**config.mk**
```make
export PLATFORM = sky130hd
export DESIGN_NAME = clock_set_ctrl
export DESIGN_NICKNAME = d
export VERILOG_FILES = /design/src/rtl/clock_set_ctrl.sv
export SDC_FILE = /design/constraint.sdc
export NUM_CORES = 1
export LEC_CHECK = 0
export CAP_MARGIN = 0
export CORE_UTILIZATION = 53
export CTS_BUF_LIST = sky130_fd_sc_hd__clkbuf_4 sky130_fd_sc_hd__clkbuf_8
export DETAILED_ROUTE_END_ITERATION = 16
export GPL_ROUTABILITY_DRIVEN = 0
export PLACE_DENSITY = 0.79
export SKIP_CTS_REPAIR_TIMING = 1
export SLEW_MARGIN = 0
export SYNTH_ARGS = -nofsm -noshare
export SYNTH_HDL_FRONTEND = slang
export SYNTH_SLANG_ARGS = --single-unit
```
**constraint.sdc**
```tcl
create_clock -name clk -period 6.74 [get_ports clk]
set_clock_uncertainty 0.15 [all_clocks]
set_input_delay 1.348 -clock clk [delete_from_list [all_inputs] [get_ports clk]]
set_output_delay 1.348 -clock clk [all_outputs]
set_load 0.01 [all_outputs]
```
**src/rtl/clock_set_ctrl.sv**
```systemverilog
// clock_set_ctrl
//   Time-set and alarm controller for a 12-hour BCD clock core. Gates the
//   core's 1 Hz count enable, runs the set dialogue driven by two buttons
//   (mode/inc), issues a one-cycle load of the edited time, and holds and
//   compares a single alarm time.
//
// Ports
//   clk        in   system clock
//   reset      in   asynchronous active-high reset
//   tick_1hz   in   one-cycle pulse per second
//   btn_mode   in   one-cycle pulse, advances the set state
//   btn_inc    in   one-cycle pulse, increments selected field / stops the ring
//   btn_alarm  in   one-cycle pulse, toggles alarm_on (RUN only)
//   hh,mm,ss   in   live BCD time from the clock core (hh 01..12)
//   pm         in   live AM/PM from the clock core
//   ena        out  count enable to the clock core
//   ld         out  one-cycle load strobe to the clock core
//   ld_hh      out  BCD hours to load
//   ld_mm      out  BCD minutes to load
//   ld_pm      out  AM/PM to load
//   mode       out  current state (RUN=0 SET_HH=1 SET_MM=2 AL_HH=3 AL_MM=4)
//   alarm_on   out  alarm armed
//   ring       out  alarm sounding
module clock_set_ctrl #(
    parameter int unsigned RING_SECS    = 60,
    parameter int unsigned TIMEOUT_SECS = 30
) (
    input  logic       clk,
    input  logic       reset,
    input  logic       tick_1hz,
    input  logic       btn_mode,
    input  logic       btn_inc,
    input  logic       btn_alarm,
    input  logic [7:0] hh,
    input  logic [7:0] mm,
    input  logic [7:0] ss,
    input  logic       pm,
    output logic       ena,
    output logic       ld,
    output logic [7:0] ld_hh,
    output logic [7:0] ld_mm,
    output logic       ld_pm,
    output logic [2:0] mode,
    output logic       alarm_on,
    output logic       ring
);

    typedef enum logic [2:0] {
        RUN    = 3'd0,
        SET_HH = 3'd1,
        SET_MM = 3'd2,
        AL_HH  = 3'd3,
        AL_MM  = 3'd4
    } state_t;

    localparam logic [7:0] TO_LAST   = 8'(TIMEOUT_SECS - 1);
    localparam logic [7:0] RING_LAST = 8'(RING_SECS - 1);

    state_t     state_q, state_d;
    logic       ld_q, ld_d;
    logic [7:0] ed_hh_q, ed_hh_d;
    logic [7:0] ed_mm_q, ed_mm_d;
    logic       ed_pm_q, ed_pm_d;
    logic [7:0] al_hh_q, al_hh_d;
    logic [7:0] al_mm_q, al_mm_d;
    logic       al_pm_q, al_pm_d;
    logic       alarm_on_q, alarm_on_d;
    logic       ring_q, ring_d;
    logic [7:0] to_cnt_q, to_cnt_d;
    logic [7:0] ring_cnt_q, ring_cnt_d;
    logic       match_q, match_d;

    // Returns {pm, hours}. 11->12 flips AM/PM, 12->01 keeps it.
    function automatic logic [8:0] hour_inc(input logic [7:0] h, input logic p);
        logic [8:0] r;
        if (h == 8'h11)
            r = {~p, 8'h12};
        else if (h == 8'h12)
            r = {p, 8'h01};
        else if (h[3:0] == 4'h9)
            r = {p, h[7:4] + 4'd1, 4'h0};
        else
            r = {p, h[7:4], h[3:0] + 4'd1};
        return r;
    endfunction

    // Minutes wrap 59->00 without carrying into hours.
    function automatic logic [7:0] min_inc(input logic [7:0] m);
        logic [7:0] r;
        if (m == 8'h59)
            r = 8'h00;
        else if (m[3:0] == 4'h9)
            r = {m[7:4] + 4'd1, 4'h0};
        else
            r = {m[7:4], m[3:0] + 4'd1};
        return r;
    endfunction

    logic editing;
    logic any_btn;
    logic match_now;
    logic ring_clr;

    assign editing = (state_q == SET_HH) || (state_q == SET_MM);
    assign any_btn = btn_mode | btn_inc | btn_alarm;

    // Alarm can still fire while the alarm fields are being edited, only
    // the time-edit states suppress it.
    assign match_now = alarm_on_q && (hh == al_hh_q) && (mm == al_mm_q) &&
                       (pm == al_pm_q) && (ss == 8'h00) && !editing;

    always_comb begin
        state_d    = state_q;
        ld_d       = 1'b0;
        ed_hh_d    = ed_hh_q;
        ed_mm_d    = ed_mm_q;
        ed_pm_d    = ed_pm_q;
        al_hh_d    = al_hh_q;
        al_mm_d    = al_mm_q;
        al_pm_d    = al_pm_q;
        alarm_on_d = alarm_on_q;
        ring_d     = ring_q;
        to_cnt_d   = to_cnt_q;
        ring_cnt_d = ring_cnt_q;
        match_d    = match_now;
        ring_clr   = 1'b0;

        // btn_mode takes priority over btn_inc in every state.
        unique case (state_q)
            RUN: begin
                if (btn_mode) begin
                    state_d = SET_HH;
                    ed_hh_d = hh;
                    ed_mm_d = mm;
                    ed_pm_d = pm;
                end
                if (btn_alarm)
                    alarm_on_d = ~alarm_on_q;
            end
            SET_HH: begin
                if (btn_mode)
                    state_d = SET_MM;
                else if (btn_inc)
                    {ed_pm_d, ed_hh_d} = hour_inc(ed_hh_q, ed_pm_q);
            end
            SET_MM: begin
                if (btn_mode) begin
                    state_d = AL_HH;
                    ld_d    = 1'b1;
                end else if (btn_inc) begin
                    ed_mm_d = min_inc(ed_mm_q);
                end
            end
            AL_HH: begin
                if (btn_mode)
                    state_d = AL_MM;
                else if (btn_inc)
                    {al_pm_d, al_hh_d} = hour_inc(al_hh_q, al_pm_q);
            end
            AL_MM: begin
                if (btn_mode)
                    state_d = RUN;
                else if (btn_inc)
                    al_mm_d = min_inc(al_mm_q);
            end
            default: state_d = RUN;
        endcase

        // Inactivity timeout; state changes only happen on btn_mode or on
        // the timeout itself, so both paths leave the counter at zero.
        if (any_btn) begin
            to_cnt_d = 8'd0;
        end else if (tick_1hz && (state_q != RUN)) begin
            if (to_cnt_q == TO_LAST) begin
                state_d  = RUN;
                to_cnt_d = 8'd0;
            end else begin
                to_cnt_d = to_cnt_q + 8'd1;
            end
        end

        ring_clr = (ring_q && tick_1hz && (ring_cnt_q == RING_LAST)) ||
                   (btn_inc && !btn_mode && (state_q == RUN)) ||
                   (alarm_on_q && !alarm_on_d);

        // Edge detect keeps ring from re-arming while ss stays at 00.
        if (ring_clr) begin
            ring_d     = 1'b0;
            ring_cnt_d = 8'd0;
        end else if (match_now && !match_q) begin
            ring_d     = 1'b1;
            ring_cnt_d = 8'd0;
        end else if (ring_q && tick_1hz) begin
            ring_cnt_d = ring_cnt_q + 8'd1;
        end
    end

    always_ff @(posedge clk or posedge reset) begin
        if (reset) begin
            state_q    <= RUN;
            ld_q       <= 1'b0;
            ed_hh_q    <= 8'h12;
            ed_mm_q    <= 8'h00;
            ed_pm_q    <= 1'b0;
            al_hh_q    <= 8'h12;
            al_mm_q    <= 8'h00;
            al_pm_q    <= 1'b0;
            alarm_on_q <= 1'b0;
            ring_q     <= 1'b0;
            to_cnt_q   <= 8'd0;
            ring_cnt_q <= 8'd0;
            match_q    <= 1'b0;
        end else begin
            state_q    <= state_d;
            ld_q       <= ld_d;
            ed_hh_q    <= ed_hh_d;
            ed_mm_q    <= ed_mm_d;
            ed_pm_q    <= ed_pm_d;
            al_hh_q    <= al_hh_d;
            al_mm_q    <= al_mm_d;
            al_pm_q    <= al_pm_d;
            alarm_on_q <= alarm_on_d;
            ring_q     <= ring_d;
            to_cnt_q   <= to_cnt_d;
            ring_cnt_q <= ring_cnt_d;
            match_q    <= match_d;
        end
    end

    // Time is frozen while the time fields are edited and during the load.
    assign ena      = ~reset & tick_1hz & ~ld_q & ~editing;
    assign ld       = ld_q;
    assign ld_hh    = ed_hh_q;
    assign ld_mm    = ed_mm_q;
    assign ld_pm    = ed_pm_q;
    assign mode     = state_q;
    assign alarm_on = alarm_on_q;
    assign ring     = ring_q;

endmodule

```
# Yosys cells after proc, flatten, opt, wreduce, memory -nomap -nowiden
# Index checks and enable logic that the tools add are counted.
word_totals:
  romBits: 0
  latch_bits: 0
  n_memories: 0
  word_cells: 148
  output_inout_bits: 24
  ramBits: 0
  in_bits: 31
  reg_bits: 57
op_classes:
  n_eq_ne: 27
  mul: 0
  n_mux: 43
  reduce_logical: 39
  bitwise_logic: 12
  order_cmp: 0
  div_mod_pow: 0
  n_shift: 0
  n_addsub: 10
ops:
  columns: ["operator", "count"]
  rows:
  - ["two-way mux 8 bit", 20]
  - ["== test 8 x 5 -> 1 bit, second input constant", 5]
  - ["adder 4 x 1 -> 4 bit, second input constant", 8]
  - ["case mux 8 bit (2 select lines)", 2]
  - ["two-way mux 3 bit", 8]
  - ["AND reduction 4 bit", 5]
  - ["two-way mux 9 bit", 2]
  - ["adder 8 x 1 -> 8 bit, second input constant", 2]
  - ["== test 4 bit, second input constant", 4]
  - ["== test 8 x 7 -> 1 bit, second input constant", 2]
  - ["== test 8 bit", 2]
  - ["case mux 3 bit (5 select lines)", 1]
  - ["AND reduction 5 bit", 3]
  - ["logical AND 1 bit", 12]
  - ["inequality test 2 bit, second input constant", 5]
  - ["nonzero test 2 bit", 5]
  - ["two-way mux 1 bit", 9]
  - ["nonzero test 3 bit", 3]
  - ["== test 8 x 6 -> 1 bit, second input constant", 1]
  - ["zero test 8 bit", 1]
  - ["inverter 1 bit", 7]
  - ["== test 3 x 2 -> 1 bit, second input constant", 2]
  - ["AND reduction 3 bit", 2]
  - ["zero test 1 bit", 4]
  - ["other kinds (11)", 16]

# Depth between registers and ports, before layout
depth:
  word_depth: 9
  ltp_mapped: 8
  depth_no_buf: 7

# Worst setup path before layout
# OpenSTA, ideal clock, no wires.
synth_timing:
  kind: "input -> output"
  start: "in tick_1hz"
  end: "out ena"
  setup_slack_ps: 3215
  t_arrival_ps: 2027
  t_required_ps: 5242
  path_buffers: 1
  stages: 2
  cell_sequence: "clkbuf_1 nor4b_1"
synth_between:
  elab_chain_cells: 3
synth_rtl:
  columns: ["item", "line", "text"]
  rows:
  - ["start, declared", "30", "input logic tick_1hz,"]
  - ["AND 1 bit (3 in series)", "231", "assign ena = ~reset & tick_1hz & ~ld_q & ~editing;"]
  - ["end, declared", "38", "output logic ena,"]
# Every way passes these cells.

# Final worst setup path
# Same ends and word-level chain as after synthesis.

==> results.toml <==
[run_status]
status = "finished clean"

[critical_path]
cp.depth = 3
cp_slowest_cell = "clkdlybuf4s50_1"
crit_top_cell = "clkdlybuf4s50_1"
worstRegToRegCells = 6
arrival_ps = 2930
cp-start-kind = "input pin"
r2r_end = "al_hh_q[3]$_DFFE_PP0P_"
slowest_delay_ps = 660
endpoint_kind = "output port"
required_ps = 5240
path_buf_inv = 2
r2r_slack_ps = 4250
endpoint = "ena"
reg2reg_from = "al_hh_q[4]$_DFFE_PP1P_"
crit_type = "in -> out"
worstPathCellList = "clkdlybuf4s50_1 > nor4b_1 > clkdlybuf4s50_1"
critPathLaunch = "tick_1hz"
critPathMaxFanout = 9
path_delay_family = "buffers and inverters"

[cts]
cts_tree = "built"
cts_root_buf = "clkbuf_8"
cts_buffer_depth = 2
worstSkewPairLatency_ps = 340
cts_buffers = 9
cts-htree-levels = 3
clk_pin_slew_worst_paths_ps = 70
clock_sinks = 57

[logic_synthesis]
synth_common_cells = "dfrtp_1 (53), o21ai_0 (38), nand2_1 (35), xor2_1 (26), nor3_1 (25)"
async_reset_ff_share_pct = 100
synth-seq-area-share_pct = 40.4
synth-edff-count = 0
synth_seq_cells = 57
ys_types = 61
synth.most_common_cell = "dfrtp_1"
ys.warnings.count = 0
synth_top_cell_by_area = "dfrtp_1"
synth-main-ff-cell = "dfrtp_1"
synth.avg_cell_area_um2 = 9.04
synth_area_leaders = "dfrtp_1 (37%), xor2_1 (6.4%), o21ai_0 (5.4%)"
synth_top_area_share_pct = 37.4
syn_area_um2 = 3540
synth_nets = 438
syn_inst = 392

[finish]
final_cells = 526
fin_nets = 490
area_delta_synth_final_pct = 21.7
num_antenna_cells = 0
drive_above_1_share_pct = 7.80

[floorplan]
coreArea_um2 = 6390
start_util_pct = 55.5
dieArea_um2 = 7020
die_h_um = 83.8
die_w_um = 83.8
pin_count = 55
fp-row-count = 29

[placement]
place_ws_ps = 2310
dp.final_hpwl_um = 5820
io_buffers = 54
placed_cells = 510

[sta]
fmax_mhz = 226
final_max_slew_viol_count = 0
finalHoldViolCount = 0
period_minus_slack_ps = 4430
worstMarginPinSlew_ps = 906
finalSetupTns_ps = 0
setup_slack_ps = 2310
setup_viol = 0
period_share_pct = 65.7
whs_ps = 361
relSlewSlack_pct = 39.0
rsz0062_at_grt = "false"

[run]
cap_violations = 0

[grt]
grt_pass1_vias = 3008
grt_max_degree = 58
grt_pass1_wl_um = 13800
overflow = 0
antenna_found_initial = 0
groute.usage.overall_pct = 24.8

[detailed_routing]
postRouteAntennaNets = 0
dr.pass1.iters = 5
num_vias = 3171
post_drt_via_cell_ratio = 6.03
drtIter0Drc = 201
routed_wl_um = 8040
drc = 0
routedWlPerCell_um = 15.3

[min_path]
hp-class = "reg -> reg"
min_from = "al_pm_q$_DFFE_PP0P_"

[power_and_ir_drop]
cellLeakagePower_nw = 1.88
power_mw = 1.47
powerDensity_nw_per_um2 = 340
irDropWorstVdd_mv = 0.210
[stage by stage]
stage / instance area, um2 / util [%]
after floorplan: 3540 / -
after global placement: 4120 / 64.5
after detailed placement: 4120 / 64.5
after CTS: 4310 / 67.5
after global routing: 4310 / 67.5
final: 4310 / 67.5
[kinds of logic (layout without fill, tap and decap cells)]
| logic type | after synthesis | count (layout) | share of synthesized area (%) |
|---|---|---|---|
| and+or+nand+nor | 154 | 154 | 23.4 |
| AOI/OAI and AO/OA | 87 | 87 | 15.6 |
| DFF | 57 | 57 | 40.4 |
| buffers and inverters | 37 | 94 | 4.41 |
| xor gates and xnor gates | 34 | 34 | 8.40 |
| adders and majority gates | 15 | 15 | 5.30 |
| muxes | 8 | 8 | 2.44 |
[worst min-delay path by stage]
stage / to / slack (ps) / cells past startpoint
3_5_place_dp: al_pm_q$_DFFE_PP0P_ / 340 / 1
6_report: al_pm_q$_DFFE_PP0P_ / 360 / 1
3_3_place_gp: al_pm_q$_DFFE_PP0P_ / 330 / 1
5_1_grt: al_pm_q$_DFFE_PP0P_ / 390 / 1
2_1_floorplan: al_pm_q$_DFFE_PP0P_ / 310 / 1
4_1_cts: al_pm_q$_DFFE_PP0P_ / 350 / 1
[per-layer routing]
metal,global-route usage [%],share of wire (%),vias to the layer above
li1,-,-,1515
met3,3.56,5.5,18
met5,0,0,-
met2,38.4,48,100
met4,12.3,2.2,0
met1,34.1,45,1538
[state kept, by name (all words and copies together), names as in the netlist]
name        count
al_pm_q         1
ld_hh           8
to_cnt_q        8
al_mm_q         8
match_q         1
ring_cnt_q      8
mode            3
al_hh_q         8
alarm_on        1
ld_mm           8
ld_pm           1
ld              1
ring            1
[layout make-up]
| cell class | instances | area [um2] |
|---|---|---|
| fill | 510 | 2070 |
| sequential | 57 | 1430 |
| inverter | 23 | 86.3 |
| clock buffer | 16 | 195 |
| timing repair buffer | 55 | 548 |
| multi-input combinational | 298 | 1960 |
| tap | 77 | 96.3 |
[power by group]
part / leakage, nW / switching, mW / internal (mW)
Sequential: 0.740 / 0.140 / 0.430
Clock: 0.105 / 0.137 / 0.181
Combinational: 1.03 / 0.289 / 0.290
Total: 1.88 / 0.565 / 0.901
[layout by cell type, fill, tap and decap left out, types with 3 or more instances in the layout]
cell / instances
or3_1: 3
a32oi_1: 4
o221ai_1: 3
nand4_1: 5
mux2_2: 5
clkdlybuf4s50_1: 54
nor4_1: 7
clkbuf_4: 4
nor3b_1: 3
nor2b_1: 6
nor2_1: 20
clkbuf_8: 12
nand2b_1: 9
xor2_1: 26
mux2i_1: 3
nand2_1: 35
nor3_1: 25
xnor2_1: 8
nand3_1: 19
inv_1: 22
dfstp_2: 4
dfrtp_1: 53
o21ai_0: 38
a21oi_1: 13
ha_1: 15
and3_1: 5
a21o_1: 4
Note: power is estimated with default switching activity, not from simulation.
